`src/rtl/heaa_pipe_adder.sv`:
```
// heaa_pipe_adder: pipelined hybrid error-tolerant approximate adder.
//
// The low n 4-bit groups of the operands are summed with bitwise OR. The remaining
// groups are summed exactly with 4-bit carry-lookahead blocks. The carry into the
// first exact group is predicted from the top inexact bit pair. GPS groups are
// resolved per pipeline stage. All stages advance together unless the output
// register holds a result that downstream has not taken.
//
// Ports:
//   clk_i          clock, rising edge
//   rst_i          asynchronous, active-high reset
//   in_valid_i     operand transfer request
//   in_ready_o     operands accepted this cycle (combinational on out_ready_i)
//   a_i, b_i       operands
//   inacc_sel_i    number of inexact 4-bit groups (clamped to MAX_INACC/4)
//   out_valid_o    result available (registered)
//   out_ready_i    downstream accepts result
//   sum_o          result; MSB is the final carry out (registered)
//   approx_hit_o   low part of this result may differ from the exact sum (registered)
//   hit_count_o    saturating count of delivered results with approx_hit_o=1
//   clr_count_i    synchronous clear of hit_count_o (wins over an increment)
module heaa_pipe_adder #(
  parameter int unsigned WIDTH     = 32,
  parameter int unsigned MAX_INACC = 16,
  parameter int unsigned GPS       = 2,
  parameter int unsigned COUNT_W   = 16
) (
  input  logic                                 clk_i,
  input  logic                                 rst_i,
  input  logic                                 in_valid_i,
  output logic                                 in_ready_o,
  input  logic [WIDTH-1:0]                     a_i,
  input  logic [WIDTH-1:0]                     b_i,
  input  logic [$clog2(MAX_INACC/4+1)-1:0]     inacc_sel_i,
  output logic                                 out_valid_o,
  input  logic                                 out_ready_i,
  output logic [WIDTH:0]                       sum_o,
  output logic                                 approx_hit_o,
  output logic [COUNT_W-1:0]                   hit_count_o,
  input  logic                                 clr_count_i
);

  localparam int unsigned G    = WIDTH / 4;
  localparam int unsigned LAT  = (G + GPS - 1) / GPS;
  localparam int unsigned NMax = MAX_INACC / 4;
  localparam int unsigned SelW = $clog2(MAX_INACC / 4 + 1);

  // Exact 4-bit carry-lookahead block: returns {carry_out, sum[3:0]}.
  function automatic logic [4:0] cla4(input logic [3:0] x, input logic [3:0] y,
                                      input logic ci);
    logic [3:0] g;
    logic [3:0] p;
    logic [4:0] c;
    g    = x & y;
    p    = x ^ y;
    c[0] = ci;
    c[1] = g[0] | (p[0] & ci);
    c[2] = g[1] | (p[1] & g[0]) | (p[1] & p[0] & ci);
    c[3] = g[2] | (p[2] & g[1]) | (p[2] & p[1] & g[0]) | (p[2] & p[1] & p[0] & ci);
    c[4] = g[3] | (p[3] & g[2]) | (p[3] & p[2] & g[1]) | (p[3] & p[2] & p[1] & g[0]) |
           (p[3] & p[2] & p[1] & p[0] & ci);
    return {c[4], p ^ c[3:0]};
  endfunction

  // Stage registers; index LAT-1 is the output register.
  logic [LAT-1:0]            st_valid_q, st_valid_d;
  logic [LAT-1:0][WIDTH-1:0] st_a_q, st_a_d;
  logic [LAT-1:0][WIDTH-1:0] st_b_q, st_b_d;
  logic [LAT-1:0][WIDTH:0]   st_sum_q, st_sum_d;
  logic [LAT-1:0]            st_c_q, st_c_d;
  logic [LAT-1:0][SelW-1:0]  st_n_q, st_n_d;
  logic [LAT-1:0]            st_hit_q, st_hit_d;
  logic [COUNT_W-1:0]        hit_count_q, hit_count_d;

  logic            stall;
  logic            out_fire;
  logic [SelW-1:0] n_sel;
  logic            hit0;

  // Stage inputs: slot 0 comes from the ports, slot s+1 from stage register s.
  logic [LAT:0][WIDTH-1:0] in_a, in_b;
  logic [LAT:0][WIDTH:0]   in_sum;
  logic [LAT:0]            in_c, in_v, in_h;
  logic [LAT:0][SelW-1:0]  in_n;
  logic                    unused_tail;

  assign stall    = st_valid_q[LAT-1] & ~out_ready_i;
  assign out_fire = st_valid_q[LAT-1] & out_ready_i;

  assign in_ready_o   = ~stall;
  assign out_valid_o  = st_valid_q[LAT-1];
  assign sum_o        = st_sum_q[LAT-1];
  assign approx_hit_o = st_hit_q[LAT-1];
  assign hit_count_o  = hit_count_q;

  assign n_sel = (inacc_sel_i > SelW'(NMax)) ? SelW'(NMax) : inacc_sel_i;

  // Any overlapping 1s in the low k bits mean OR may have dropped a carry.
  always_comb begin
    hit0 = 1'b0;
    for (int i = 0; i < int'(WIDTH); i++) begin
      if (i < 4 * int'(n_sel)) begin
        hit0 = hit0 | (a_i[i] & b_i[i]);
      end
    end
  end

  assign in_a   = {st_a_q, a_i};
  assign in_b   = {st_b_q, b_i};
  assign in_sum = {st_sum_q, {(WIDTH + 1){1'b0}}};
  assign in_c   = {st_c_q, 1'b0};
  assign in_v   = {st_valid_q, in_valid_i};
  assign in_h   = {st_hit_q, hit0};
  assign in_n   = {st_n_q, n_sel};

  // Slot LAT only exists to make the slicing uniform.
  assign unused_tail = ^{in_a[LAT], in_b[LAT], in_sum[LAT], in_c[LAT], in_v[LAT],
                         in_h[LAT], in_n[LAT]};

  always_comb begin
    int gi;
    st_valid_d = in_v[LAT-1:0];
    st_a_d     = in_a[LAT-1:0];
    st_b_d     = in_b[LAT-1:0];
    st_sum_d   = in_sum[LAT-1:0];
    st_c_d     = in_c[LAT-1:0];
    st_n_d     = in_n[LAT-1:0];
    st_hit_d   = in_h[LAT-1:0];
    gi         = 0;
    for (int s = 0; s < int'(LAT); s++) begin
      for (int j = 0; j < int'(GPS); j++) begin
        gi = s * int'(GPS) + j;
        if (gi < int'(G)) begin
          if (gi < int'(st_n_d[s])) begin
            st_sum_d[s][4*gi +: 4] = st_a_d[s][4*gi +: 4] | st_b_d[s][4*gi +: 4];
            // The top inexact bit pair predicts the carry into the first exact group.
            st_c_d[s] = (gi == int'(st_n_d[s]) - 1) ?
                        (st_a_d[s][4*gi+3] & st_b_d[s][4*gi+3]) : 1'b0;
          end else begin
            {st_c_d[s], st_sum_d[s][4*gi +: 4]} =
                cla4(st_a_d[s][4*gi +: 4], st_b_d[s][4*gi +: 4], st_c_d[s]);
          end
        end
      end
      st_sum_d[s][WIDTH] = st_c_d[s];
    end
  end

  always_comb begin
    hit_count_d = hit_count_q;
    if (clr_count_i) begin
      hit_count_d = '0;
    end else if (out_fire && st_hit_q[LAT-1] && (hit_count_q != {COUNT_W{1'b1}})) begin
      hit_count_d = hit_count_q + COUNT_W'(1);
    end
  end

  always_ff @(posedge clk_i or posedge rst_i) begin
    if (rst_i) begin
      st_valid_q  <= '0;
      st_a_q      <= '0;
      st_b_q      <= '0;
      st_sum_q    <= '0;
      st_c_q      <= '0;
      st_n_q      <= '0;
      st_hit_q    <= '0;
      hit_count_q <= '0;
    end else begin
      if (!stall) begin
        st_valid_q <= st_valid_d;
        st_a_q     <= st_a_d;
        st_b_q     <= st_b_d;
        st_sum_q   <= st_sum_d;
        st_c_q     <= st_c_d;
        st_n_q     <= st_n_d;
        st_hit_q   <= st_hit_d;
      end
      hit_count_q <= hit_count_d;
    end
  end

endmodule

```
`config.mk`:
```
export PLATFORM = sky130hd
export DESIGN_NAME = heaa_pipe_adder
export DESIGN_NICKNAME = d
export VERILOG_FILES = /design/src/rtl/heaa_pipe_adder.sv
export SDC_FILE = /design/constraint.sdc
export NUM_CORES = 1
export LEC_CHECK = 0
export ABC_AREA = 0
export BUFFER_PORTS_ARGS = -buffer_cell sky130_fd_sc_hd__buf_2
export CAP_MARGIN = 20
export CORE_UTILIZATION = 45
export DETAILED_ROUTE_END_ITERATION = 8
export MAX_ROUTING_LAYER = met4
export PLACE_DENSITY = 0.65
export SLEW_MARGIN = 10
export SYNTH_ARGS = -nofsm -noshare
export SYNTH_HDL_FRONTEND = slang
export SYNTH_SLANG_ARGS = --single-unit
```
`constraint.sdc`:
```
create_clock -name clk_i -period 11.2 [get_ports clk_i]
set_clock_uncertainty 0.2 [all_clocks]
set_input_delay 0.56 -clock clk_i [delete_from_list [all_inputs] [get_ports clk_i]]
set_output_delay 0.56 -clock clk_i [all_outputs]
set_load 0.005 [all_outputs]
```
# Yosys cells after proc, flatten, opt, wreduce, memory -nomap -nowiden
# Index checks and enable logic that the tools add are counted.
[word_totals]
ff_bits = 309
inputBits = 72
output_inout_bits = 52
word_cells = 429
[op_classes]
add_sub_neg = 5
n_lt_le_gt_ge = 40
n_eq_ne = 7
muxes = 56
n_bitwise = 300
n_reduce_logical = 4
[ops]
columns = ["op", "n"]
rows = [
  ["AND 1 bit", 160],
  ["OR 1 bit", 107],
  ["< comparator 5 bit, first input constant", 16],
  ["XOR 4 bit", 16],
  ["two-way mux 1 bit", 46],
  ["< comparator 4 x 5 -> 1 bit, first input constant", 8],
  ["AND 4 bit", 8],
  ["logical NOT 32 bit", 1],
  ["two-way mux 16 bit", 2],
  ["two-way mux 4 bit", 7],
  ["OR 4 bit", 7],
  ["< comparator 3 x 5 -> 1 bit, first input constant", 4],
  ["adder 16 x 1 -> 16 bit, second input constant", 1],
  ["inequality test 16 bit, second input constant", 1],
  ["subtractor 3 x 1 -> 4 bit, second input constant", 4],
  ["== test 4 bit, first input constant", 3],
  ["< comparator 1 x 5 -> 1 bit, first input constant", 2],
  ["< comparator 2 x 5 -> 1 bit, first input constant", 2],
  ["< comparator 3 bit, first input constant", 3],
  ["== test 3 x 4 -> 1 bit, first input constant", 2],
  ["< comparator 1 x 3 -> 1 bit, first input constant", 2],
  ["< comparator 2 x 3 -> 1 bit, first input constant", 2],
  ["== test 2 x 4 -> 1 bit, first input constant", 1],
  ["> comparator 3 bit, second input constant", 1],
  ["4 further kinds", 6],
]

# Logic depth before layout (Yosys ltp)
[depth]
word_depth = 66
ltp_mapped = 9
depth_no_buf = 9

# Worst setup path before layout
# Ideal clock, no wire load.
[synth_path]
kind = "reg-to-reg"
start = "register st_a_q, in the netlist in_a[80]"
end = "register st_sum_q, in the netlist in_sum[120]"
setup_time_ps = 135
arrival_time_ps = 2066
slack_ps = 8799
path_stages_with_launch = 10
n_path_buf = 0
cell_sequence = "dfrtp_1 inv_1 ha_1 a211o_1 a21oi_4 a31oi_4 fa_1 xor2_1 a21oi_1 o21ai_0"
[synth_via]
elab_chain_cells = 9
[synth_rtl]
columns = ["item", "line_no", "text"]
rows = [
  ["start: declaration", "67", "logic [LAT-1:0][WIDTH-1:0] st_a_q, st_a_d;"],
  ["start signal: assignment", "171", "st_a_q <= st_a_d;"],
  ["AND 4 bit or XOR 4 bit (tied branches)", "54, 55", ""],
  ["AND 1 bit, on equally long branches", "60, 61", ""],
  ["OR 1 bit or AND 1 bit (tied branches)", "60, 61", ""],
  ["OR 1 bit *", "60", "c[4] = g[3] | (p[3] & g[2]) | (p[3] & p[2] & g[1]) | (p[3] & p[2] & p[1] & g[0]) |"],
  ["two-way mux 1 bit *", "134", "if (gi < int'(st_n_d[s])) begin"],
  ["AND 1 bit *", "57", "c[1] = g[0] | (p[0] & ci);"],
  ["OR 1 bit *", "57", ""],
  ["XOR 4 bit *", "62", "return {c[4], p ^ c[3:0]};"],
  ["two-way mux 4 bit *", "134", ""],
  ["end signal: assignment", "173", "st_sum_q <= st_sum_d;"],
  ["end: declaration", "69", "logic [LAT-1:0][WIDTH:0] st_sum_q, st_sum_d;"],
]
# Every way passes the cells marked *; elsewhere a longest branch is shown, timed or not.
# A chain may end at the register's enable or synchronous reset.

# Worst setup path in the final report
[layout_path]
start = "register st_valid_q[3]"
end = "output in_ready_o"
[layout_via]
elab_chain_cells = 2
[layout_rtl]
columns = ["item", "line_no", "text"]
rows = [
  ["start: declaration", "66", "logic [LAT-1:0] st_valid_q, st_valid_d;"],
  ["start signal: assignment", "170", "st_valid_q <= st_valid_d;"],
  ["AND 1 bit", "87", "assign stall = st_valid_q[LAT-1] & ~out_ready_i;"],
  ["NOT 1 bit", "90", "assign in_ready_o = ~stall;"],
  ["end: declaration", "31", "output logic in_ready_o,"],
]
# Every way passes these cells.

==> flow_summary.ini <==
[run_status]
status = complete, but fails checks
violations = hold timing

[drt]
drc = 0
num_vias = 7409
drt.antenna.violating_nets = 0
finalWirelength_um = 19850
drtIter0Drc = 313
firstDrtPassIters = 4
post_drt_wl_per_cell_um = 12.93
via_per_inst = 4.827

[setup_path]
r2r_slack_ns = 8.34
crit_path_max_fanout = 106
crit_path_start = st_valid_q[3]$_DFFE_PP0N_
r2r_start = st_valid_q[3]$_DFFE_PP0N_
timing.rr.end = in_sum[117]$_DFFE_PP0N_
crit_path_end = in_ready_o
critPathKind = reg2out
critPathCaptureType = output pin
slowest_stage = buf_4
cp_cell_sequence = nor2b_4 -> buf_4 -> inv_6 -> buf_4 -> buf_2
required_ns = 10.44
critPathArrivalTime_ns = 2.74
max_stage_delay_ns = 0.59
crit_top_cell = buf_4
cp-start-kind = flip-flop
r2r_cells = 7

[synth]
ys_seq_area_frac = 0.5125
synthTopCellsByArea = dfrtp_1, nand2_1, ha_1, o21ai_0, inv_1
synthCells = 1163
ys_ff_latch = 213
synth_edf_count = 0
yosysWarnings = 0
synth_top_area_cell = dfrtp_1
mappedNetlistArea_um2 = 10400
yosysTopAreaCellShare = 0.5125
synth_area_per_cell_um2 = 8.942
synth_flop_cell = dfrtp_1
synth_nets = 1304
synth_cell_types = 53
async_flop_share = 1.000

[floorplan]
die_y_um = 154.0
core_um2 = 22640
num_rows = 55
dieArea_um2 = 23720
die_w_um = 154.0
ioPinCount = 124
start_util = 0.4594

[cells_and_area]
nNetsFinal = 1372
area_growth_pct = 12.81
fillers = 2139
layout-drive-gt1-share = 0.1485
multi_input_area_um2 = 4369
regArea_um2 = 5330

[power]
powerDensity_nw_per_um2 = 258.1
p_leak_nw = 6.120
max-vdd-ir-drop_mv = 0.1841

[hold_path]
worstHoldPathType = in2async

[clock_network]
cts_tree = yes
clk_latency_ns = 0.50
htree_levels = 1
cts_resized = 0
clockBufferDepth = 3
cts_buffers = 23
ctsHoldBuffers = 0
post_cts_buffers = 0
cts_sinks = 213
cts_root_buf = clkbuf_16
path_clk_slew_ns = 0.06

[global_routing]
antenna_found_initial = 4
first_global_vias = 7223
grt_max_degree = 142
grt_overflow = 0
grtUsageTotal = 0.1795
grt_pass1_wl_um = 34290

[place]
gp_congestion = 0.8122
hpwl_um = 13320
portBuffers = 123

[sta]
fin_crit_sh = 0.3129
period_minus_slack_ns = 3.505
drv_slew = 0
rsz0062_at_grt = no
setup_tns_ns = 0
holdWs_ns = -0.004575
worstMarginPinSlew_ns = 1.041
fmax_ghz = 0.2853
maxSlewHeadroom = 0.3062
setup_violations = 0
hold_violations = 4

[job]
maxCapViolCount = 0
state kept, by name, indices dropped and copies added, names as in the netlist:
signal / cells
in_a: 48
in_b: 48
in_sum: 48
sum_o: 33
hit_count_o: 16
in_n: 9
st_hit_q: 4
st_valid_q: 4
st_c_q: 3
worst max-delay path: cells and delay by family (launching register included):
family | cells | cell delay, ns
flops | 1 | 0.38
simple gates | 1 | 0.12
buf+inv | 4 | 1.66
layout by cell type (no fill, tap or decap), drive strengths merged, types with 4 or more instances in the layout:
master  count
o21ai      71
clkinv      8
a21oi      49
a31oi       6
or3         4
buf       128
o21a        5
nand3      10
nor3        4
a211oi      6
nand4      10
nor2b       4
inv        67
diode       4
fa          8
ha         61
xnor2      16
a21o        6
nand2     421
clkbuf     30
dfrtp     213
nor2       63
xor2       15
where the power goes:
part           switching [W]  internal (W)  total (W)  leakage, nW
registers           0.000178       0.00107    0.00125         2.56
clock network       0.000301      0.000443   0.000743        0.379
logic               0.000596      0.000438    0.00103         3.18
total                0.00107       0.00195    0.00303         6.12
stage by stage:
step,cells,util,area [um^2],total power [W],setup slack (ns)
2_1_floorplan,1163,-,10400,0.002107,4.617
3_3_place_gp,1491,0.4847,10970,0.002280,7.968
3_5_place_dp,1491,0.4847,10970,0.002313,7.939
4_1_cts,1531,0.5178,11720,0.003072,7.628
5_1_grt,1535,0.5182,11730,0.003300,7.442
6_report,1535,0.5182,11730,0.003028,7.695
cells by family (layout without fill, tap and decap cells):
| kind of cell | Yosys count | after routing | synth area share |
|---|---|---|---|
| simple gates | 529 | 529 | 0.2021 |
| flops | 213 | 213 | 0.5125 |
| compound gates | 163 | 163 | 0.09625 |
| buf+inv | 152 | 235 | 0.06809 |
| fa+ha+maj | 69 | 69 | 0.08879 |
| xor+xnor | 31 | 31 | 0.02611 |
| mux | 6 | 6 | 0.006136 |
| other cells | 0 | 4 | 0 |
worst min path at each step:
stage	from	to	slack [ns]	depth (start not counted)
after floorplan	st_valid_q[2]$_DFFE_PP0N_	st_valid_q[2]$_DFFE_PP0N_	0.23	2
after global placement	st_valid_q[2]$_DFFE_PP0N_	st_valid_q[2]$_DFFE_PP0N_	0.24	2
after detailed placement	sum_o[8]$_DFFE_PP0N_	sum_o[8]$_DFFE_PP0N_	0.25	2
after CTS	b_i[27]	in_b[59]$_DFFE_PP0N_	0.03	3
after global routing	in_valid_i	st_valid_q[0]$_DFFE_PP0N_	0.05	3
final	rst_i	in_b[80]$_DFFE_PP0N_	-0.005	2
layer usage:
| layer | global-route usage | vias to the layer above | share of wire |
|---|---|---|---|
| met3 | 0.04143 | 31 | 0.054 |
| met1 | 0.2421 | 3421 | 0.48 |
| met4 | 0.05048 | 0 | 0.024 |
| met2 | 0.2708 | 122 | 0.44 |
| met5 | - | - | 0 |
| li1 | - | 3835 | - |
Yosys cell counts, types with 8 or more instances:
master    count
nand4_1      10
nand3_1      10
inv_1        67
xnor2_1      16
clkbuf_1     33
a21oi_1      46
o21ai_0      69
dfrtp_1     213
ha_1         61
fa_1          8
xor2_1       15
buf_2        11
nand2_1     420
buf_4        33
buf_1         8
nor2_1       63
final cells by class:
type,instances,share of cell area
Sequential cell,213,0.4543
Multi-Input combinational cell,798,0.3724
Clock buffer,30,0.05727
Timing Repair Buffer,128,0.05567
Tap cell,285,0.03039
Inverter,67,0.02250
Clock inverter,10,0.006612
Antenna cell,4,0.0008532
Note: power is estimated with default switching activity, not from simulation.
